$ cat src/rtl/reporte_tx.sv
`default_nettype none
// ============================================================================
// Module      : reporte_tx
// Description : UART 8N1 status reporter; sends A5, humedad[11:8], humedad[7:0],
//               flags. Define REPORTE_CHECKSUM_EN to append an XOR checksum byte.
// Revision    : 1.0 - initial release
// ============================================================================
module reporte_tx #(
    parameter int CLK_HZ = 50_000_000,
    parameter int BAUD   = 9600
) (
    input  logic        clk,
    input  logic        rst,
    input  logic        enviar,
    input  logic [11:0] humedad,
    input  logic        regar,
    input  logic        MODbomba,
    input  logic        MODgrifo,
    input  logic        MODluz,
    output logic        tx,
    output logic        ocupado,
    output logic        hecho
);

    localparam int c_DIV = CLK_HZ / BAUD;
    localparam int c_CW  = (c_DIV > 1) ? $clog2(c_DIV) : 1;
    localparam logic [c_CW-1:0] c_CNT_MAX = c_CW'(c_DIV - 1);

`ifdef REPORTE_CHECKSUM_EN
    localparam logic [2:0] c_LAST_BYTE = 3'd4;
`else
    localparam logic [2:0] c_LAST_BYTE = 3'd3;
`endif

    localparam logic [1:0] c_IDLE  = 2'd0;
    localparam logic [1:0] c_START = 2'd1;
    localparam logic [1:0] c_DATA  = 2'd2;
    localparam logic [1:0] c_STOP  = 2'd3;

    logic [1:0]      r_state;
    logic [c_CW-1:0] r_cnt;
    logic [2:0]      r_bit_idx;
    logic [2:0]      r_byte_idx;
    logic [7:0]      r_shift;
    logic [11:0]     r_hum;
    logic [3:0]      r_flags;
    logic            r_tx;
    logic            r_hecho;
    logic [7:0]      w_byte;
    logic            w_bit_end;

    assign w_bit_end = (r_cnt == c_CNT_MAX);

    // Byte selected for the next START->DATA load, built from the captured snapshot
    always_comb begin
        w_byte = 8'hA5;
        case (r_byte_idx)
            3'd1:    w_byte = {4'b0000, r_hum[11:8]};
            3'd2:    w_byte = r_hum[7:0];
            3'd3:    w_byte = {4'b0000, r_flags};
`ifdef REPORTE_CHECKSUM_EN
            3'd4:    w_byte = {4'b0000, r_hum[11:8]} ^ r_hum[7:0] ^ {4'b0000, r_flags};
`endif
            default: w_byte = 8'hA5;
        endcase
    end

    always_ff @(posedge clk or posedge rst) begin
        if (rst) begin
            r_state    <= c_IDLE;
            r_cnt      <= '0;
            r_bit_idx  <= 3'd0;
            r_byte_idx <= 3'd0;
            r_shift    <= 8'h00;
            r_hum      <= 12'h000;
            r_flags    <= 4'h0;
            r_tx       <= 1'b1;
            r_hecho    <= 1'b0;
        end else begin
            r_hecho <= 1'b0;
            case (r_state)
                c_IDLE: begin
                    r_tx <= 1'b1;
                    if (enviar) begin
                        r_hum      <= humedad;
                        r_flags    <= {regar, MODluz, MODgrifo, MODbomba};
                        r_byte_idx <= 3'd0;
                        r_bit_idx  <= 3'd0;
                        r_cnt      <= '0;
                        r_tx       <= 1'b0;
                        r_state    <= c_START;
                    end
                end
                c_START: begin
                    if (w_bit_end) begin
                        r_cnt     <= '0;
                        r_shift   <= w_byte;
                        r_tx      <= w_byte[0];
                        r_bit_idx <= 3'd0;
                        r_state   <= c_DATA;
                    end else begin
                        r_cnt <= r_cnt + 1'b1;
                    end
                end
                c_DATA: begin
                    if (w_bit_end) begin
                        r_cnt <= '0;
                        if (r_bit_idx == 3'd7) begin
                            r_tx    <= 1'b1;
                            r_state <= c_STOP;
                        end else begin
                            r_bit_idx <= r_bit_idx + 1'b1;
                            r_shift   <= r_shift >> 1;
                            r_tx      <= r_shift[1];
                        end
                    end else begin
                        r_cnt <= r_cnt + 1'b1;
                    end
                end
                default: begin
                    if (w_bit_end) begin
                        r_cnt <= '0;
                        if (r_byte_idx == c_LAST_BYTE) begin
                            r_tx    <= 1'b1;
                            r_hecho <= 1'b1;
                            r_state <= c_IDLE;
                        end else begin
                            // Next start bit follows the stop bit with no idle gap
                            r_byte_idx <= r_byte_idx + 1'b1;
                            r_tx       <= 1'b0;
                            r_state    <= c_START;
                        end
                    end else begin
                        r_cnt <= r_cnt + 1'b1;
                    end
                end
            endcase
        end
    end

    assign tx      = r_tx;
    assign hecho   = r_hecho;
    // Stays high through the hecho cycle even though the FSM is already idle
    assign ocupado = (r_state != c_IDLE) | r_hecho;

endmodule
`default_nettype wire

$ cat config.mk
export PLATFORM = sky130hd
export DESIGN_NAME = reporte_tx
export DESIGN_NICKNAME = d
export VERILOG_FILES = /design/src/rtl/reporte_tx.sv
export SDC_FILE = /design/constraint.sdc
export NUM_CORES = 1
export LEC_CHECK = 0
export CAP_MARGIN = 25
export CORE_AREA = 2 2 80 82
export CTS_BUF_LIST = sky130_fd_sc_hd__clkbuf_16
export CTS_CLUSTER_DIAMETER = 100
export DETAILED_ROUTE_END_ITERATION = 10
export DIE_AREA = 0 0 82 84
export GPL_ROUTABILITY_DRIVEN = 0
export PLACE_DENSITY_LB_ADDON = 0.1
export REMOVE_ABC_BUFFERS = 1
export SYNTH_ARGS = -nofsm -noshare
export SYNTH_HDL_FRONTEND = slang
export SYNTH_SLANG_ARGS = --single-unit
$ cat constraint.sdc
create_clock -name clk -period 3 [get_ports clk]
set_clock_uncertainty 0.1 [all_clocks]
set_input_delay 0.75 -clock clk [delete_from_list [all_inputs] [get_ports clk]]
set_output_delay 0.75 -clock clk [all_outputs]
set_load 0.05 [all_outputs]
== After elaboration in Yosys (flattened, before gate mapping) ==
Index checks and enable logic that the tools add are counted.
Cells by class
  eq/ne operators: 13
  reductions and logical operators: 13
  bitwise logic cells: 2
  mux-type cells: 32
  $add $sub $neg: 3
Operators with widths (number)
  $mux 13: 3
  $mux 8: 3
  $pmux 8 s3: 1
  $mux 3: 6
  $pmux 8 s2: 1
  $add 13x1->13 const B: 1
  $eq 13x13->1 const B: 1
  $mux 2: 5
  $ne 2x2->1 const B: 5
  $reduce_and 5->1: 2
  $mux 1: 9
  $pmux 3 s3: 1
  $reduce_and 4->1: 2
  $add 3x1->3 const B: 2
  $eq 3x2->1 const B: 2
  $pmux 2 s3: 1
  $pmux 3 s2: 1
  $reduce_bool 2->1: 3
  $eq 3x1->1 const B: 1
  $eq 3x3->1 const B: 1
  $pmux 1 s3: 1
  $reduce_and 3->1: 1
  $reduce_bool 3->1: 1
  $reduce_or 3->1: 1
  other kinds (8): 8
Storage, ports and cells
  flip-flop bits (word level): 47
  input port bits: 19
  logic and storage cells: 72
  output and inout bits: 3

== Logic depth before layout (Yosys ltp) ==
Gate-level depths: netlist of the first run.
  word-level depth: 4
  gate-level depth with buffers: 8
  depth with buffers taken out: 6

== Least setup slack after synthesis of the first run ==
No wires, ideal clock.
  path kind: flip-flop to flip-flop
  from: reg r_cnt[7]
  to: reg r_shift[1]
  data required time: 2.775 ns
  setup time: 0.125 ns
  buffers on the path: 1
  stages on the path, launching flop included: 6
  path slack: 0.636 ns
  arrival: 2.139 ns
  clock period less this slack: 2.364 ns
  path through: dfrtp_1 or4b_1 or3_1 buf_2 a221oi_4 mux2_2
On the way
  word-level cells in the longest chain between the ends: 3
  elaborated cells between the ends (all ways): 4
  those cells by class: eq/ne: 3; reduce/logical: 1
RTL lines
  start, declared: RTL line 41  | logic [c_CW-1:0] r_cnt;
  start signal, assigned: RTL line 102  | r_cnt <= r_cnt + 1'b1;
  start signal, assigned: RTL line 117  | r_cnt <= r_cnt + 1'b1;
  start signal, assigned: RTL line 134  | r_cnt <= r_cnt + 1'b1;
  $eq 13x13->1 *: RTL line 52  | assign w_bit_end = (r_cnt == c_CNT_MAX);
  $ne 2x2->1 (no source line)
  $reduce_and 4->1 (no source line) *
  end signal, assigned: RTL line 97  | r_shift <= w_byte;
  end signal, assigned: RTL line 113  | r_shift <= r_shift >> 1;
  end, declared: RTL line 44  | logic [7:0] r_shift;
Mark *: on every way between the ends. The rest lies on a longest branch, timed or not.
A chain may end at the register's enable or synchronous reset.

== Worst setup path in the final report of the first run ==
  from: reg r_state[0]
  to: out ocupado
On the way
  word-level cells in the longest chain between the ends: 2
RTL lines
  start, declared: RTL line 40  | logic [1:0] r_state;
  start signal, assigned: RTL line 70  | r_state <= c_IDLE;
  start signal, assigned: RTL line 91  | r_state <= c_START;
  start signal, assigned: RTL line 100  | r_state <= c_DATA;
  $reduce_bool 2->1: RTL line 144  | assign ocupado = (r_state != c_IDLE) | r_hecho;
  $or 1x1->1: RTL line 144
  end, declared: RTL line 21  | output logic ocupado,
Every way passes these cells.

==> run metrics, run 1 <==
status=complete, no violations; Logic pwr share=0.033; DRT Pass-1 Iters=6; initial antenna violation count=0; Crit path buffers/inverters=2; Net Switching=0.262 mW; total power draw=roughly 1.2 mW; CP Data Required Time=about 2.2 ns; Crit. End Element=primary output; fin crit share=0.919; number of post-CTS setup repair buffers=0; final instance area=2950 µm²; initial core utilization=0.406; # IOs=22; RSZ-0062 raised after global routing=no; global-route wire length before repair=slightly below 9 mm; Fmax=0.363 GHz; drt wl/cell=15.5 µm; cell at the slowest stage of the critical path=clkdlybuf4s50_1; Tmin final=2.76 ns; post-layout util=0.483; clock buffer depth=2; Worst IR Drop VDD=0.312 mV; PostCTS Resize Cnt=0; Die Area=a little under 7000 µm²; met3 GRT Util=0.0335; P_leak=1.27 nW; Clk pwr share=0.457; n_diodes=0; Iteration-0 DRC Markers=between 70 and 80; Cells after Synth=234; CTS tree=done; largest fanout on the critical path=5; met1 usage=0.239; ratio of cells with drive above 1 in the final layout=0.181; chip height=84 µm; remaining antenna violation count=0; # fillers=579; Cell Int Power=0.952 mW; placement-stage cell area=2800 µm²; Via density=~5.4; main flop type after synthesis=dfrtp_1; mapped cell area=2480 µm²; Fin Setup TNS=0 ns; final net count=288; maxcap violations=0; most frequent cells in the layout=45 x dfrtp_1, 23 x mux2_2, 21 x nand2_1, 21 x clkdlybuf4s50_1, 17 x inv_1; count of final hold-check violations=0; Die X=82 µm; Synth Register Bits=46; clock-pin slew on the worst setup and hold paths=0.07 ns; vias in the first global route=approximately 1,800; P per Cell Area=412 nW/µm²; Setup violations, final=0; post-synthesis area per instance=10.6 µm²; Ys Warns=0; Hold WS=between 0.4 and 0.5 ns; Unique masters post-synth=45; Hold/Removal Path Class=flop to flop; Post-Route WL=5.21 mm; Worst Path Arrival=1.91 ns; Max-Slew Margin vs Limit=0.655; Root Buffer Master=clkbuf_16; Detailed Place HPWL=3.78 mm; Port Buffers=21; num rows=29; GRT Overall Usage=0.170; CTS Buf Count=5; post-synthesis sequential area ratio=0.465; Switching Share=0.216; Worst setup SP type=flop; Worst path top cell family by delay=buffers and inverters; ys async rst share=1.00; Worst-Margin Slew=around 0.5 ns; met2 GRT Util=0.256; CP Class=flop to primary output; area delta synth->final=18.9%; worst skew pair latency=around 0.29 ns; CP peak stage delay=~0.79 ns; Most Used Layer, Global Route=met2; Post-synth EDFFs=0; fin. max-slew vios=0; core area=6100 µm²; CP Cell Sequence=inv_1 -> ha_1 -> nand2b_1 -> clkdlybuf4s50_1; hold_buf cts=0; DRC errors left=0; CTS sink count=between 40 and 50; largest net degree at the start of global routing=25; grt ovf=0; commonest non-fill, non-tap cell in the layout=dfrtp_1; vias=1,822; H-tree depth=2; Reg power frac=0.511
## worst reg2reg max path, delay by kind of cell (launching register included)
kind	cells	cell delay, ns
compound gates	1	0.46
flops	1	0.44
mux	1	0.39
simple gates	2	1.06
## logic make-up after synthesis
| family | after synthesis | synth area share |
|---|---|---|
| xor+xnor | 3 | 0.0106 |
| compound gates | 52 | 0.157 |
| simple gates | 63 | 0.139 |
| fa+ha+maj | 11 | 0.0556 |
| buf+inv | 31 | 0.0480 |
| mux | 28 | 0.125 |
| flops | 46 | 0.465 |
## registers in the layout, summed over array words and instances, names as in the netlist
signal,cells
hecho,1
r_shift,7
r_state,2
r_byte_idx,3
r_hum,12
r_cnt,13
r_bit_idx,3
r_flags,4
tx,1
## synth_stat cells, drive strengths merged (2+ instances only)
library cell / n / area (µm²)
a211o: 2 / 17.5
a211oi: 5 / 37.5
a21oi: 5 / 25.0
a221o: 3 / 30.0
a221oi: 4 / 52.6
a22o: 2 / 17.5
a22oi: 2 / 15.0
a31oi: 4 / 25.0
and2: 2 / 12.5
and3: 3 / 18.8
and4: 2 / 17.5
buf: 2 / 10.0
clkbuf: 11 / 41.3
dfrtp: 45 / 1130
ha: 11 / 138
inv: 18 / 67.6
mux2: 23 / 259
mux2i: 5 / 50.1
nand2: 21 / 78.8
nand3: 6 / 30.0
nand4: 4 / 25.0
nor2: 2 / 7.51
nor2b: 5 / 31.3
nor3: 5 / 25.0
nor4b: 2 / 17.5
o21ai: 12 / 60.1
o22ai: 2 / 12.5
o31ai: 3 / 22.5
or2: 3 / 18.8
or3: 4 / 25.0
or4b: 2 / 20.0
xor2: 2 / 17.5
## per-layer routing
layer,vias up,share of wire
met3,5,0.030
li1,909,-
met1,873,0.48
met5,-,0
met4,0,0.016
met2,35,0.47
## layout make-up
type / instances / area (µm²) / area share
well taps: 77 / 96.3 / 0.0327
flip-flops and latches: 46 / 1150 / 0.391
repair buffers: 30 / 278 / 0.0943
clock inverters: 3 / 21.3 / 0.00722
multi-input cells: 157 / 1200 / 0.409
clock buffers: 5 / 125 / 0.0425
inverters: 18 / 67.6 / 0.0229
## path summary, 6_finish.rpt
check / start / to / slack (ns) / depth (start not counted)
min in group asynchronous: rst / r_cnt[2] / 0.70 / 2
min reg2reg: r_hum[11] / r_hum[11] / 0.41 / 1
max: r_state[0] / ocupado / 0.24 / 4
min: r_hum[11] / r_hum[11] / 0.41 / 1
max reg2reg: r_cnt[7] / r_shift[3] / 0.44 / 4
max in group asynchronous: rst / r_cnt[9] / 1.54 / 3
## through the flow
step / setup WS [ns] / std cells
6_report: 0.242 / 336
3_3_place_gp: 0.474 / 328
5_1_grt: 0.167 / 336
3_5_place_dp: 0.460 / 328
4_1_cts: 0.215 / 336
2_1_floorplan: 0.541 / 221
## power by group through the flow
| stage | clock network, mW | registers, mW | logic, mW |
|---|---|---|---|
| 2_1_floorplan | 0 | 0.632 | 0.00931 |
| 3_3_place_gp | 0 | 0.632 | 0.0415 |
| 3_5_place_dp | 0 | 0.632 | 0.0414 |
| 4_1_cts | 0.572 | 0.620 | 0.0418 |
| 5_1_grt | 0.588 | 0.620 | 0.0446 |
| 6_report | 0.554 | 0.620 | 0.0396 |
No activity file was read; power rests on OpenSTA's default activity.
==> run 2: changes to the inputs <==
==> constraint.sdc (replaced) <==
create_clock -name clk -period 3.5 [get_ports clk]
set_clock_uncertainty 0.1 [all_clocks]
set_input_delay 0.875 -clock clk [delete_from_list [all_inputs] [get_ports clk]]
set_output_delay 0.875 -clock clk [all_outputs]
set_load 0.05 [all_outputs]
==> run metrics, run 2 (same netlist as run 1, synthesis figures left out) <==
status=complete, no violations; hold path start=r_hum[1]; uppermost routed layer=met4; CTS tree=done; maxcap violations=0; clock-pin slew on the worst setup and hold paths=approximately 0.060 ns; CTS sink count=46; chip height=84 µm; Worst Slack Setup Final=~0.68 ns; vias in the first global route=1,802; Detailed Place HPWL=3.63 mm; CTS Buf Count=5; Layout Cells excl Fill=~330; commonest non-fill, non-tap cell in the layout=dfrtp_1; metal2 WL=2.34 mm; ratio of cells with drive above 1 in the final layout=0.168; Reg-to-Reg Start=r_cnt[7]; clock buffer depth=2; Hold/Removal Path Class=flop to flop; Setup violations, final=0; most flop-heavy register=r_cnt; Tmin final=2.82 ns; final net count=approximately 290; fin crit share=0.805; registers with the most flip-flops=r_cnt x13, r_hum x12, r_shift x7; fin. max-slew vios=0; largest net degree at the start of global routing=32; Max-Slew Margin vs Limit=0.475; worst skew pair latency=0.28 ns; largest fanout on the critical path=3; Reg2Reg Depth=4; P per Cell Area=roughly 370 nW/µm²; most frequent cells in the layout=45 x dfrtp_1, 23 x mux2_2, 21 x nand2_1, 21 x clkdlybuf4s50_1, 18 x inv_1; remaining antenna violation count=0; Worst setup SP type=flop; met1 WL=2.66 mm; H-tree depth=2; DRT Pass-1 Iters=4; core area=a little over 6000 µm²; initial core utilization=0.406; initial antenna violation count=0; post-layout util=0.482; area delta synth->final=18.7%; Crit. End Element=primary output; hold_buf cts=0; Worst-Margin Slew=0.788 ns; Via density=5.43; CP Class=flop to primary output; met3 WL=133 µm; PostCTS Resize Cnt=0; P_leak=1.27 nW; n_diodes=0; # IOs=22; grt ovf=0; Worst Path Arrival=1.84 ns; dpl ws=0.696 ns; Root Buffer Master=clkbuf_16; num rows=29; number of post-CTS setup repair buffers=0; Iteration-0 DRC Markers=98; total power draw=1.10 mW; Post-Route WL=5.19 mm; Crit. Startpoint=r_state[0]; number of flip-flops in the largest register=13; vias=1,809; Hold Path Depth=1; DRC errors left=0; global-route wire length before repair=~8.9 mm; Port Buffers=21; GRT Overall Usage=0.168; # placed instances=324; Fin Setup TNS=0 ns; CP Data Required Time=2.52 ns; drt wl/cell=15.6 µm; Worst IR Drop VDD=0.294 mV; RSZ-0062 raised after global routing=no; Fmax=0.355 GHz; Die Area=approximately 6900 µm²; Die X=approximately 82 µm; count of final hold-check violations=0
[run 2: worst paths after layout]
check	to	slack (ns)
setup / recovery	ocupado	0.68
hold / removal	r_hum[1]	0.41
setup reg to reg	r_shift[5]	0.78
hold reg to reg	r_hum[1]	0.41
max in group asynchronous	tx	1.73
min in group asynchronous	r_cnt[0]	0.90
[run 2: metal layers]
layer | up-vias | global-route usage
li1 | 893 | -
met1 | 886 | 0.244
met2 | 26 | 0.256
met3 | 4 | 0.0292
met4 | 0 | 0.0500
met5 | - | 0
[run 2: metrics by stage]
| stage | hold WS (ns) | area, µm² |
|---|---|---|
| floorplan | 0.378 | 2420 |
| global placement | 0.391 | 2770 |
| detailed placement | 0.394 | 2770 |
| CTS | 0.410 | 2940 |
| global route | 0.425 | 2940 |
| finish | 0.406 | 2940 |
[run 2: final cells by class]
cell class,count,area (µm²)
fillers,575,3160
clock buffers,5,125
inverters,18,67.6
multi-input cells,157,1200
repair buffers,27,253
flip-flops and latches,46,1150
well taps,77,96.3
clock inverters,3,41.3
[run 2: worst max-delay path: stages (launching register included)]
cell	delay (ns)
dfrtp_1	0.37
inv_1	0.08
ha_1	0.24
nand2b_1	0.08
clkdlybuf4s50_1	0.79
[run 2: power by group]
group / internal [mW] / total [mW] / switching, mW
sequential: 0.532 / 0.532 / 0
clock: 0.334 / 0.533 / 0.199
combinational: 0.0190 / 0.0334 / 0.0144
==> run 3: changes to the inputs <==
==> constraint.sdc (replaced) <==
create_clock -name clk -period 2.55 [get_ports clk]
set_clock_uncertainty 0.1 [all_clocks]
set_input_delay 0.6375 -clock clk [delete_from_list [all_inputs] [get_ports clk]]
set_output_delay 0.6375 -clock clk [all_outputs]
set_load 0.05 [all_outputs]
==> run metrics, run 3 (same netlist as run 1, synthesis figures left out) <==
ratio of cells with drive above 1 in the final layout=0.206; Worst Path Arrival=~2.5 ns; Worst Slack Setup Final=0.112 ns; Hold/Removal Path Class=flop to flop; most frequent cells in the layout=45 x dfrtp_1, 23 x mux2_2, 21 x nand2_1; Port Buffers=21; core area=between 6000 and 7000 µm²; PostCTS Resize Cnt=0; met1 usage=0.232; P per Cell Area=465 nW/µm²; maxcap violations=0; drt wl/cell=15.6 µm; DRC errors left=0; Fin Setup TNS=0 ns; Fmax=0.410 GHz; CP Data Required Time=2.61 ns; chip height=84 µm; fin. max-slew vios=0; status=complete, no violations; DRT Pass-1 Iters=4; dpl ws=0.0868 ns; Iteration-0 DRC Markers=124; remaining antenna violation count=0; area delta synth->final=21.7%; Max-Slew Margin vs Limit=0.641; number of post-CTS setup repair buffers=0; worst skew pair latency=roughly 0.28 ns; largest fanout on the critical path=7; Tmin final=about 2.4 ns; CTS tree=done; Worst-Margin Slew=0.537 ns; Root Buffer Master=clkbuf_16; clock buffer depth=2; Detailed Place HPWL=3.82 mm; final net count=296; P_leak=1.32 nW; num rows=29; most flop-heavy register=r_cnt; global-route wire length before repair=around 9 mm; GRT Overall Usage=0.171; # IOs=22; CTS Buf Count=5; H-tree depth=2; Setup violations, final=0; CP Class=flop to flop; Crit. End Element=flop; registers with the most flip-flops=r_cnt x13, r_hum x12, r_shift x7; largest net degree at the start of global routing=47; Worst setup SP type=flop; number of flip-flops in the largest register=13; met3 GRT Util=0.0346; Die Area=6890 µm²; commonest non-fill, non-tap cell in the layout=dfrtp_1; clock-pin slew on the worst setup and hold paths=0.06 ns; Most Used Layer, Global Route=met2; CTS sink count=46; vias in the first global route=~1,900; fin crit share=0.956; count of final hold-check violations=0; total power draw=1.40 mW; n_diodes=0; hold_buf cts=0; Via density=roughly 5.4; grt ovf=0; Worst IR Drop VDD=between 0.2 and 0.25 mV; initial antenna violation count=0; Post-Route WL=~5.4 mm; RSZ-0062 raised after global routing=no; Die X=82 µm; met2 GRT Util=0.268; vias=1,869; initial core utilization=0.406
## run 3: cell types whose count changed in the layout (fill, tap and decap cells not counted), sizes merged
cell and delta:
clkdlybuf4s50 -1, buf +12, clkinv +2, bufinv -1, clkinvlp -1
## run 3: critical path: stages, from the launching register on
cell and delay, ns:
dfrtp_1 0.41, or4b_1 0.54, or3_1 0.44, a221oi_4 0.43, mux2_2 0.39
## run 3: worst paths after layout
| check | start | endpoint | slack, ns | depth (start not counted) |
|---|---|---|---|---|
| worst max-delay path | r_cnt[5] | r_shift[6] | 0.11 | 4 |
| worst min-delay path | r_hum[1] | r_hum[1] | 0.41 | 1 |
| worst max register to register | r_cnt[5] | r_shift[6] | 0.11 | 4 |
| worst min register to register | r_hum[1] | r_hum[1] | 0.41 | 1 |
| max in group asynchronous | rst | tx | 1.46 | 3 |
| min in group asynchronous | rst | r_cnt[2] | 0.61 | 3 |
## run 3: per-layer routing
| metal | up-vias | part of all wire |
|---|---|---|
| met5 | - | 0 |
| li1 | 923 | - |
| met2 | 33 | 0.49 |
| met3 | 6 | 0.027 |
| met4 | 0 | 0.012 |
| met1 | 907 | 0.48 |
## run 3: report_power, final
group | switching, mW | internal (mW)
Sequential | 0 | 0.730
Combinational | 0.0199 | 0.0284
Clock | 0.267 | 0.355
## run 3: metrics by stage
step | instances | hold slack, ns | cell area [µm²] | util
after detailed placement | 336 | 0.396 | 2870 | 0.471
after floorplan | 221 | 0.378 | 2420 | -
after global routing | 344 | 0.420 | 3010 | 0.494
after CTS | 344 | 0.411 | 3010 | 0.493
after global placement | 336 | 0.391 | 2870 | 0.471
final | 344 | 0.407 | 3010 | 0.494
## run 3: layout make-up
class | instances | area (µm²)
well taps | 77 | 96.3
clock buffers | 5 | 125
fillers | 604 | 3080
multi-input cells | 157 | 1210
flip-flops and latches | 46 | 1150
clock inverters | 3 | 12.5
repair buffers | 38 | 348
inverters | 18 | 67.6
